<file path="config.mk">
export PLATFORM = sky130hd
export DESIGN_NAME = activation_flat
export DESIGN_NICKNAME = d
export VERILOG_FILES = /design/src/rtl/activation_pkg.sv /design/src/rtl/activation_if.sv /design/src/rtl/activation_lane.sv /design/src/rtl/activation.sv /design/src/flat_wrapper.sv
export SDC_FILE = /design/constraint.sdc
export NUM_CORES = 1
export LEC_CHECK = 0
export CAP_MARGIN = 20
export CORE_MARGIN = 2
export CORE_UTILIZATION = 25
export DETAILED_ROUTE_END_ITERATION = 6
export HOLD_SLACK_MARGIN = 0.06
export PLACE_DENSITY_LB_ADDON = 0.05
export SLEW_MARGIN = 0
export SYNTH_ARGS = -nofsm -noshare
export SYNTH_HDL_FRONTEND = slang
export SYNTH_SLANG_ARGS = --single-unit
</file>
<file path="constraint.sdc">
create_clock -name clk -period 2.4 [get_ports clk]
set_clock_uncertainty 0.05 [all_clocks]
set_input_delay 0.6 -clock clk [delete_from_list [all_inputs] [get_ports clk]]
set_output_delay 0.6 -clock clk [all_outputs]
set_load 0.01 [all_outputs]
</file>
<file path="src/rtl/activation_pkg.sv">
// Shared types and constants for the activation stage.
//   act_mode_t : per-beat activation function select
//   STATS_W    : width of the optional saturation counter
package activation_pkg;

    typedef enum logic [1:0] {
        ACT_IDENT = 2'd0,
        ACT_RELU  = 2'd1,
        ACT_LEAKY = 2'd2,
        ACT_CLIP  = 2'd3
    } act_mode_t;

    localparam int STATS_W = 16;

endpackage

</file>
<file path="src/rtl/activation_if.sv">
// Stream interface for the activation stage.
//   slave  : the activation block (accepts input beats, produces output beats)
//   master : the surrounding datapath / testbench
// Signals:
//   activation_ready_in  block can accept a beat
//   activation_valid_in  upstream beat valid
//   activation_data_in   packed lanes, lane k = [k*DATA_WIDTH +: DATA_WIDTH]
//   activation_mode_in   act_mode_t, travels with the beat
//   activation_ready_out downstream ready
//   activation_valid_out output beat valid
//   activation_data_out  activated lanes, same packing
interface activation_if #(
    parameter int DATA_WIDTH = 12,
    parameter int CHANNELS   = 1
);
    import activation_pkg::*;

    logic                           activation_ready_in;
    logic                           activation_valid_in;
    logic [CHANNELS*DATA_WIDTH-1:0] activation_data_in;
    act_mode_t                      activation_mode_in;
    logic                           activation_ready_out;
    logic                           activation_valid_out;
    logic [CHANNELS*DATA_WIDTH-1:0] activation_data_out;

    modport master (
        input  activation_ready_in,
        output activation_valid_in,
        output activation_data_in,
        output activation_mode_in,
        output activation_ready_out,
        input  activation_valid_out,
        input  activation_data_out
    );

    modport slave (
        output activation_ready_in,
        input  activation_valid_in,
        input  activation_data_in,
        input  activation_mode_in,
        input  activation_ready_out,
        output activation_valid_out,
        output activation_data_out
    );

endinterface

</file>
<file path="src/rtl/activation_lane.sv">
// Single-lane activation datapath, purely combinational.
// Front half (x -> neg/shr/over) feeds the S1 registers; back half selects the
// final value from the registered S1 terms and feeds the S2 register.
// Ports:
//   x                         raw lane input
//   neg, shr, over            sign, arithmetic-shifted value, x > CLIP_MAX
//   s1_x, s1_neg, s1_shr,
//   s1_over, s1_mode          registered S1 terms
//   y                         selected activation result
module activation_lane
    import activation_pkg::*;
#(
    parameter int DATA_WIDTH = 12,
    parameter int LEAK_SHIFT = 3,
    parameter int CLIP_MAX   = 1024
) (
    input  logic signed [DATA_WIDTH-1:0] x,
    output logic                         neg,
    output logic signed [DATA_WIDTH-1:0] shr,
    output logic                         over,
    input  logic signed [DATA_WIDTH-1:0] s1_x,
    input  logic                         s1_neg,
    input  logic signed [DATA_WIDTH-1:0] s1_shr,
    input  logic                         s1_over,
    input  act_mode_t                    s1_mode,
    output logic signed [DATA_WIDTH-1:0] y
);

    localparam logic signed [DATA_WIDTH-1:0] CLIP_V = DATA_WIDTH'(CLIP_MAX);

    assign neg  = x[DATA_WIDTH-1];
    // Arithmetic shift floors toward -inf, so small negatives settle at -1.
    assign shr  = x >>> LEAK_SHIFT;
    assign over = (x > CLIP_V);

    always_comb begin
        y = s1_x;
        case (s1_mode)
            ACT_IDENT: y = s1_x;
            ACT_RELU:  if (s1_neg) y = '0;
            ACT_LEAKY: if (s1_neg) y = s1_shr;
            ACT_CLIP: begin
                if (s1_neg)       y = '0;
                else if (s1_over) y = CLIP_V;
            end
            default:   y = s1_x;
        endcase
    end

endmodule

</file>
<file path="src/rtl/activation.sv">
// Multi-lane activation stage: identity / ReLU / leaky ReLU / clipped ReLU,
// selected per beat. Two registered stages with full valid/ready backpressure.
// Ports:
//   clk, rst  clock and synchronous active-high reset
//   act       activation_if slave (input and output streams)
// Optional build macro ACTIVATION_STATS_EN adds:
//   activation_stats_clr  in   clears the saturation counter (wins over increment)
//   activation_sat_count  out  saturating count of output beats with a zeroed
//                              or clipped lane
module activation
    import activation_pkg::*;
#(
    parameter int DATA_WIDTH = 12,
    parameter int CHANNELS   = 1,
    parameter int LEAK_SHIFT = 3,
    parameter int CLIP_MAX   = 1024
) (
    input  logic               clk,
    input  logic               rst,
    activation_if.slave        act
`ifdef ACTIVATION_STATS_EN
    ,
    input  logic               activation_stats_clr,
    output logic [STATS_W-1:0] activation_sat_count
`endif
);

    localparam int W = CHANNELS * DATA_WIDTH;

    logic            s1_valid, s2_valid;
    logic            s1_en, s2_en;
    act_mode_t       s1_mode;
    logic [W-1:0]    s1_x, s1_shr;
    logic [CHANNELS-1:0] s1_neg, s1_over;
    logic [W-1:0]    s2_y;

    logic [W-1:0]    lane_shr, lane_y;
    logic [CHANNELS-1:0] lane_neg, lane_over;

    assign s2_en = act.activation_ready_out | ~s2_valid;
    assign s1_en = s2_en | ~s1_valid;
    assign act.activation_ready_in = ~rst & s1_en;

    for (genvar k = 0; k < CHANNELS; k++) begin : g_lane
        activation_lane #(
            .DATA_WIDTH (DATA_WIDTH),
            .LEAK_SHIFT (LEAK_SHIFT),
            .CLIP_MAX   (CLIP_MAX)
        ) u_lane (
            .x       (act.activation_data_in[k*DATA_WIDTH +: DATA_WIDTH]),
            .neg     (lane_neg[k]),
            .shr     (lane_shr[k*DATA_WIDTH +: DATA_WIDTH]),
            .over    (lane_over[k]),
            .s1_x    (s1_x[k*DATA_WIDTH +: DATA_WIDTH]),
            .s1_neg  (s1_neg[k]),
            .s1_shr  (s1_shr[k*DATA_WIDTH +: DATA_WIDTH]),
            .s1_over (s1_over[k]),
            .s1_mode (s1_mode),
            .y       (lane_y[k*DATA_WIDTH +: DATA_WIDTH])
        );
    end

    always_ff @(posedge clk) begin
        if (rst) begin
            s1_valid <= 1'b0;
            s1_x     <= '0;
            s1_shr   <= '0;
            s1_neg   <= '0;
            s1_over  <= '0;
            s1_mode  <= ACT_IDENT;
        end else if (s1_en) begin
            // A bubble still loads; its payload is ignored downstream.
            s1_valid <= act.activation_valid_in;
            s1_x     <= act.activation_data_in;
            s1_shr   <= lane_shr;
            s1_neg   <= lane_neg;
            s1_over  <= lane_over;
            s1_mode  <= act.activation_mode_in;
        end
    end

    always_ff @(posedge clk) begin
        if (rst) begin
            s2_valid <= 1'b0;
            s2_y     <= '0;
        end else if (s2_en) begin
            s2_valid <= s1_valid;
            s2_y     <= lane_y;
        end
    end

    assign act.activation_valid_out = s2_valid;
    assign act.activation_data_out  = s2_y;

`ifdef ACTIVATION_STATS_EN
    // Mode is shared by all lanes of a beat, so the beat-level flag can be
    // formed from the OR of the per-lane sign / over-range terms.
    logic               s1_sat, s2_sat;
    logic [STATS_W-1:0] sat_cnt;

    assign s1_sat = (((s1_mode == ACT_RELU) || (s1_mode == ACT_CLIP)) && (|s1_neg))
                  || ((s1_mode == ACT_CLIP) && (|s1_over));

    always_ff @(posedge clk) begin
        if (rst)        s2_sat <= 1'b0;
        else if (s2_en) s2_sat <= s1_sat;
    end

    always_ff @(posedge clk) begin
        if (rst)
            sat_cnt <= '0;
        else if (activation_stats_clr)
            sat_cnt <= '0;
        else if (s2_valid && act.activation_ready_out && s2_sat && (sat_cnt != '1))
            sat_cnt <= sat_cnt + 1'b1;
    end

    assign activation_sat_count = sat_cnt;
`endif

endmodule

</file>
<file path="src/flat_wrapper.sv">
// flat-port wrapper written by rule: the top's interface ports become plain ports
module activation_flat import activation_pkg::*;
#(
    parameter int DATA_WIDTH = 12,
    parameter int CHANNELS   = 1,
    parameter int LEAK_SHIFT = 3,
    parameter int CLIP_MAX   = 1024
)
  (clk, rst, act_activation_ready_in, act_activation_valid_in, act_activation_data_in, act_activation_mode_in, act_activation_ready_out, act_activation_valid_out, act_activation_data_out);
  activation_if #(.DATA_WIDTH(DATA_WIDTH), .CHANNELS(CHANNELS)) act_i ();
  input  logic clk;
  input  logic rst;
  output wire logic [$bits(act_i.activation_ready_in)-1:0] act_activation_ready_in;
  input wire logic [$bits(act_i.activation_valid_in)-1:0] act_activation_valid_in;
  input wire logic [$bits(act_i.activation_data_in)-1:0] act_activation_data_in;
  input wire logic [$bits(act_i.activation_mode_in)-1:0] act_activation_mode_in;
  input wire logic [$bits(act_i.activation_ready_out)-1:0] act_activation_ready_out;
  output wire logic [$bits(act_i.activation_valid_out)-1:0] act_activation_valid_out;
  output wire logic [$bits(act_i.activation_data_out)-1:0] act_activation_data_out;
  assign act_activation_ready_in = act_i.activation_ready_in;
  assign act_i.activation_valid_in = act_activation_valid_in;
  assign act_i.activation_data_in = act_activation_data_in;
  assign act_i.activation_mode_in = act_activation_mode_in;
  assign act_i.activation_ready_out = act_activation_ready_out;
  assign act_activation_valid_out = act_i.activation_valid_out;
  assign act_activation_data_out = act_i.activation_data_out;
  activation #(.DATA_WIDTH(DATA_WIDTH), .CHANNELS(CHANNELS), .LEAK_SHIFT(LEAK_SHIFT), .CLIP_MAX(CLIP_MAX)) u_core (.clk(clk), .rst(rst), .act(act_i));
endmodule
</file>
==> results.ini <==
[power_and_ir_drop]
vdd_drop_max_v=0.0002823
cellPowerDensity_mw_per_mm2=614.6
p_leak_nw=0.6768

[synth]
yosysTopAreaCellShare_pct=45.85
async_reset_ff_share_pct=0
synth_top_cell_by_area=dfxtp_1
synth.yosys.warnings=0
synth_edf_count=0
synth_area_leaders=dfxtp_1, nand2_1, o32ai_1
synth.most_common_cell=nand2_1
synth-xor-area-share_pct=0
synth_fa_ha_area_share_pct=0
muxShareOfSynthArea_pct=6.324
synth_compound_area_share_pct=17.39
synthCells=139
ys_ff_latch=29
synth_cell_types=28
ys_seq_area_share_pct=45.85
synth_area_per_cell_um2=9.109
syn-num-nets=157
synthTopCellsByCount=nand2_1, dfxtp_1, a21oi_1
synth_top_family_by_area=simple AND/OR/NAND/NOR gates
yosys.area_share.simple_pct=23.91
synth_ff_type=dfxtp_1
synth.cell_area_mm2=0.001266

[critical_path]
cp_max_fo=2
crit_slowest_cell=clkdlybuf4s50_1
critPathMaxStageDelay_ns=0.47
crit_required_ns=1.75
critPathLaunchType=primary input
cp.buffers_inverters=2
rr_endpoint=u_core.act.activation_data_out[2]
end_kind=primary output
r2r_cells=3
criticalPathCategory=in2out
cp-endpoint=act_activation_ready_in
path_depth=4
critical-path-top-delay-family=buffers and inverters
cp-startpoint=act_activation_ready_out
rr_startpoint=u_core.s1_neg
ff2ff_setup_slack_ns=0.80
path_cells=clkdlybuf4s50_1, and3b_1, nor2_1, dlygate4sd2_1
crit_arrival_ns=1.60

[clock_tree]
cts_tree=built
clock-root-buffer=clkbuf_8
cts_sinks=29
clkLatencyLatePin_ns=0.27
ctsResizeCount=1
cts_buffers=5
clk_pin_slew_ns=0.06
hold_buffers=0
cts_max_path_buffers=2
cts_max_level=2
post-cts-setup-buffer-count=0

[job]
drv_cap=0

[route]
wirelength_mm=3.220
ant_nets=0
wire_per_inst_um=13.42
drt_iter0_markers=16
drc=0
num_vias=1099
vias_per_cell=4.579
dr.pass1.iters=4

[timing]
fmax_ghz=0.4439
max_slew.worst_pin.slew_ns=0.7792
min_period_over_period_pct=93.87
maxSlewViolCount=0
hold_violations=0
fin_ws_ns=0.1470
rsz0062_at_grt=no
post-route-min-period_ns=2.253
setup_viol=0
relSlewSlack_pct=47.95

[worst_hold_path]
holdCritPathClass=reg2reg
hold_depth=2

[layout]
syn_to_final_growth_pct=34.09
stdcell_area_mm2=0.001698
post-route-util_pct=35.25
stdcell_count=240
multi_input_area_um2=603.1
num-fill-cells=534
drive_gt1_share_pct=8.671
nets=190
regArea_um2=580.6
antennaDiodeCount=0

[global_routing]
grt_max_degree=30
grt-ovfl-total=0
grt_pass1_vias=1071
grt_pass1_wl_mm=5.347
grt_usage_pct=12.78
antenna_found_initial=0

[placed_design]
place_area_mm2=0.001619
place.gp.congestion=0.6992
place_ws_ns=-0.1337
io_buffer_count=31
hpwlAfterDp_mm=2.254
place_inst=232

[floorplan]
coreArea_mm2=0.004817
die_area_mm2=0.005650
start_util_pct=26.29
fp.dieW_um=75.17
rows=25
io_pins=32
die_y_um=75.17

[outcome]
status=completed

-- state kept, by name, summed over array words and instances (netlist names) --
| name | count |
|---|---|
| u_core.act.activation_data_out | 12 |
| u_core.s1_neg | 1 |
| u_core.act.activation_valid_out | 1 |
| u_core.s1_x | 3 |
| u_core.s1_valid | 1 |
| u_core.s1_mode | 2 |
| u_core.s1_shr | 8 |
| u_core.s1_over | 1 |
-- worst register-to-register path: stages (launching register included) --
cell and delay, ns:
dfxtp_1 0.53, a21oi_2 0.05, nor2b_1 0.62, o32ai_1 0.21
-- stage by stage --
| step | TNS, ns | hold slack [ns] | power, W |
|---|---|---|---|
| 2_1_floorplan | 0 | 0.3815 | 0.0006052 |
| 3_3_place_gp | -0.1467 | 0.4005 | 0.0006753 |
| 3_5_place_dp | -0.1337 | 0.4031 | 0.0006780 |
| 4_1_cts | 0 | 0.4159 | 0.001065 |
| 5_1_grt | 0 | 0.4393 | 0.001102 |
| 6_report | 0 | 0.4057 | 0.001044 |
-- worst min-delay path by stage --
stage | endpoint | slack [ns] | start
after global placement | u_core.act.activation_data_out[11] | 0.40 | u_core.act.activation_data_out[11]
after floorplan | u_core.s1_x[0] | 0.38 | u_core.s1_x[0]
after global routing | u_core.s1_shr[3] | 0.44 | u_core.s1_shr[3]
final | u_core.act.activation_data_out[11] | 0.41 | u_core.act.activation_data_out[11]
after detailed placement | u_core.act.activation_data_out[11] | 0.40 | u_core.act.activation_data_out[11]
after CTS | u_core.act.activation_data_out[11] | 0.42 | u_core.act.activation_data_out[11]
-- cells by family after synthesis --
logic type,count (synthesis)
flops,29
simple gates,58
compound gates,33
buf+inv,11
mux,8
-- routing by layer --
| layer | global-route usage (%) | routed length, um | share of wire (%) | vias to the layer above |
|---|---|---|---|---|
| li1 | - | - | - | 557 |
| met2 | 18.03 | 1412 | 44 | 29 |
| met4 | 4.483 | 51 | 1.6 | 0 |
| met1 | 17.92 | 1589 | 49 | 507 |
| met5 | 0 | 0 | 0 | - |
| met3 | 4.685 | 167 | 5.2 | 6 |
-- area by class of cell --
type                            count  share of cell area [%]
Inverter                            1                  0.2211
Tap cell                           67                   4.937
Sequential cell                    29                   34.19
Multi-Input combinational cell     99                   35.52
Timing Repair Buffer               36                   20.41
Clock buffer                        8                   4.716
-- cell usage in the layout (no fill, tap or decap), types with 2 or more instances in the layout --
cell type | Yosys | layout
nand3b_1 | 3 | 3
nand2b_1 | 10 | 10
nand2_1 | 30 | 30
clkdlybuf4s50_1 | 0 | 30
clkbuf_1 | 1 | 3
o32ai_1 | 10 | 10
dfxtp_1 | 29 | 29
mux2i_1 | 8 | 8
a21oi_1 | 17 | 17
buf_4 | 1 | 5
clkbuf_8 | 1 | 5
nor4_1 | 2 | 2
nor2_1 | 6 | 6
-- report_power, final --
part,leakage [nW],total [W],internal [W],switching [W]
logic,0.397,0.000134,0.0000775,0.0000568
clock network,0.0395,0.000378,0.000205,0.000173
registers,0.240,0.000531,0.000509,0.0000221
Note: power is estimated with default switching activity, not from simulation.
==> RTL edit, RTL diff (same flow settings) <==
`DATA_WIDTH` is set to 12 in 4 places; all go to 16.
--- a/src/rtl/activation_if.sv
+++ b/src/rtl/activation_if.sv
@@ -10,7 +10,7 @@
 //   activation_valid_out output beat valid
 //   activation_data_out  activated lanes, same packing
 interface activation_if #(
-    parameter int DATA_WIDTH = 12,
+    parameter int DATA_WIDTH = 16,
     parameter int CHANNELS   = 1
 );
     import activation_pkg::*;
--- a/src/rtl/activation_lane.sv
+++ b/src/rtl/activation_lane.sv
@@ -10,7 +10,7 @@
 module activation_lane
     import activation_pkg::*;
 #(
-    parameter int DATA_WIDTH = 12,
+    parameter int DATA_WIDTH = 16,
     parameter int LEAK_SHIFT = 3,
     parameter int CLIP_MAX   = 1024
 ) (
--- a/src/rtl/activation.sv
+++ b/src/rtl/activation.sv
@@ -10,7 +10,7 @@
 module activation
     import activation_pkg::*;
 #(
-    parameter int DATA_WIDTH = 12,
+    parameter int DATA_WIDTH = 16,
     parameter int CHANNELS   = 1,
     parameter int LEAK_SHIFT = 3,
     parameter int CLIP_MAX   = 1024
--- a/src/flat_wrapper.sv
+++ b/src/flat_wrapper.sv
@@ -1,7 +1,7 @@
 // flat-port wrapper written by rule: the top's interface ports become plain ports
 module activation_flat import activation_pkg::*;
 #(
-    parameter int DATA_WIDTH = 12,
+    parameter int DATA_WIDTH = 16,
     parameter int CHANNELS   = 1,
     parameter int LEAK_SHIFT = 3,
     parameter int CLIP_MAX   = 1024
Ports: changed (resized act_activation_data_in and act_activation_data_out); port bits go from 32 to 40. The function was not compared with the original's and may differ.
==> RTL edit against the original RTL <==
Design area increased by 23%; highest routed layer unchanged; die area grew 24%; sequential cell count up 8; total power grew 23%; wire length increased by 34%; sequential power up 29%; synthesized area up 26%; via count rose by 33%; setup slack improved by 25 ps; critical path type is now primary input to flip-flop.
==> RTL edit: results (changes against the original RTL) <==
The logs give 315 (+31%) for the non-filler instance count after layout and 5 (unchanged) for the total CTS buffers. The number of cells in the design after placement is 307 (+32%). The run gives 0 (unchanged) as the post-CTS setup repair buffer count. The number of instances in the synthesized netlist came out at 205 (+47%). The first-pass detailed-route iteration total came out at 4 (unchanged).

Startpoint of the tightest hold check path: u_core.act.activation_data_out[12]$_SDFFE_PP0P_. The number of vias per cell after detailed routing works out to 4.63 (+1.0%). Max-slew headroom at the worst pin: 48.4% (+0.46 points). The number of global-route vias before repair is 1,359 (+27%). The post-detailed-placement cell area came out at 2010 um^2 (+24%).

The cell at the root of the clock tree was clkbuf_8. The antenna diode count is 0 (unchanged). The run finished with clean final reports. The logs give 46.5% (+0.69 points) for the fraction of the yosys area taken by sequential cells and 227 (+45%) for the number of nets produced by synthesis. Sorting the synthesized cells by area gives the leading types as dfxtp_1 (47%), nand2_1 (12%), a21oi_1 (11%), o211ai_1 (5.2%), nor2b_1 (4.7%). The tools report the placer congestion estimate as 0.730 (+4.4%). The tools report the arrival time of the worst setup path as 2400 ps (+800 ps). The largest net degree at the start of global routing is 39 (+30%), and the post-synthesis cell type count is 27 (-3.6%).

The tools report the setup slack on the worst flop-to-flop path as 610 ps (-190 ps). The number of antenna violations at the first check in global routing is 0 (unchanged), and the half-perimeter wire length after detailed placement is 2930 um (+30%). The static power due to leakage came out at 0.752 nW (+11%). The violation count after the first detailed-routing iteration was 103 (+87); the fraction of layout instances using a drive strength above 1 was 6.30% (-2.4 points). The path depth of the worst reg2reg path is 5 (+2). The flip-flop count of the largest register, all copies and words added works out to 16 (+4).

The tools report the count of warnings emitted by yosys as 0 (unchanged). The tools report the sink of the worst hold path as u_core.act.activation_data_out[12]$_SDFFE_PP0P_. The number of nets in the layout was 259 (+36%); the number of buffers on the longest clock path was 2 (unchanged).

The number of input and output port buffers inserted is 39 (+26%), and the final wirelength is 4300 um (+34%). The fraction of synthesis flops using an asynchronous set or reset pin was 0% (unchanged). In this run the critical register-to-register path is launched from u_core.act.activation_valid_out$_SDFFE_PP0P_. The logs give 723 (+35%) for the final-layout fill cell count and 7070 um (+32%) for the global-route wire length before repair.

In the synthesized netlist, the cells that appear most often are nand2_1 (52), dfxtp_1 (37), a21oi_1 (36). In this run the critical register-to-register path is captured at u_core.act.activation_data_out[3]$_SDFFE_PP0P_. The CTS H-tree depth was 2 (unchanged); the top fanout value on the critical path was 23 (+21).

Number of cells traversed by the worst hold path: 2 (unchanged). For the total routing resource utilization after global routing, the log shows 12.6% (-0.19 points). Clock-pin slew was measured on the worst setup and hold paths at 70 ps. The path class of the tightest hold or removal check is flip-flop to flip-flop. The clock latency of the later-clocked register in the worst-skew pair is 290 ps (+20 ps). The maximum resistive drop on vdd came out at 204 uV (-28%). The most used flip-flop cell after synthesis is dfxtp_1.
RTL edit: layout make-up:
| class | count | area, um^2 | area share (%) |
|---|---|---|---|
| clock inverter | 2 | 10.0 | 0.479 |
| multi-input combinational | 151 | 763 | 36.5 |
| sequential | 37 | 741 | 35.4 |
| clock buffer | 6 | 72.6 | 3.47 |
| tap | 77 | 96.3 | 4.61 |
| timing repair buffer | 42 | 408 | 19.5 |
RTL edit: per-stage QoR:
step           utilization, %  setup WS (ps)  hold slack (ps)  power [mW]
3_5_place_dp             32.3           -232              394       0.871
3_3_place_gp             32.3           -209              390       0.871
4_1_cts                  33.6           39.0              404        1.31
6_report                 33.5            172              400        1.29
2_1_floorplan               -            546              382       0.777
5_1_grt                  33.5           44.5              411        1.36
RTL edit: per-layer routing:
metal / wire (um) / global-route usage (%)
met3: 234 / 3.36
met1: 2380 / 18.7
met2: 1660 / 17.3
met4: 36 / 4.40
met5: 0 / 0
RTL edit: worst max-delay path by stage:
| stage | start | to | slack, ps | cells past startpoint |
|---|---|---|---|---|
| 2_1_floorplan | act_activation_ready_out | act_activation_ready_in | 550 | 5 |
| 3_3_place_gp | act_activation_ready_out | act_activation_ready_in | -210 | 5 |
| 3_5_place_dp | act_activation_ready_out | act_activation_ready_in | -230 | 5 |
| 4_1_cts | act_activation_ready_out | act_activation_ready_in | 40 | 5 |
| 5_1_grt | act_activation_ready_out | u_core.act.activation_data_out[8]$_SDFFE_PP0P_ | 40 | 6 |
| 6_report | act_activation_ready_out | u_core.act.activation_data_out[3]$_SDFFE_PP0P_ | 170 | 6 |
RTL edit: logic make-up after synthesis:
kind of cell	count (synthesis)	share of synthesized area (%)
AOI/OAI and AO/OA	67	23.5
buffers and inverters	17	5.50
and+or+nand+nor	84	24.5
DFF	37	46.5
RTL edit: worst max-delay path, cell delays in order:
cell	delay (ps)
clkdlybuf4s50_1	500
nor2b_4	50
buf_4	210
a21oi_1	630
o211ai_1	220
a21oi_1	180
RTL edit: repair_timing:
action                     in CTS  in global routing
setup endpoints to repair       1                  1
resized for setup               1                  2
hold buffers                    0                  0
RTL edit: power breakdown:
group,total [mW],leakage [nW],switching [mW],internal [mW]
registers,0.683,0.306,0.0330,0.650
logic,0.171,0.401,0.0737,0.0972
clock network,0.434,0.0450,0.233,0.202
total,1.29,0.752,0.339,0.949
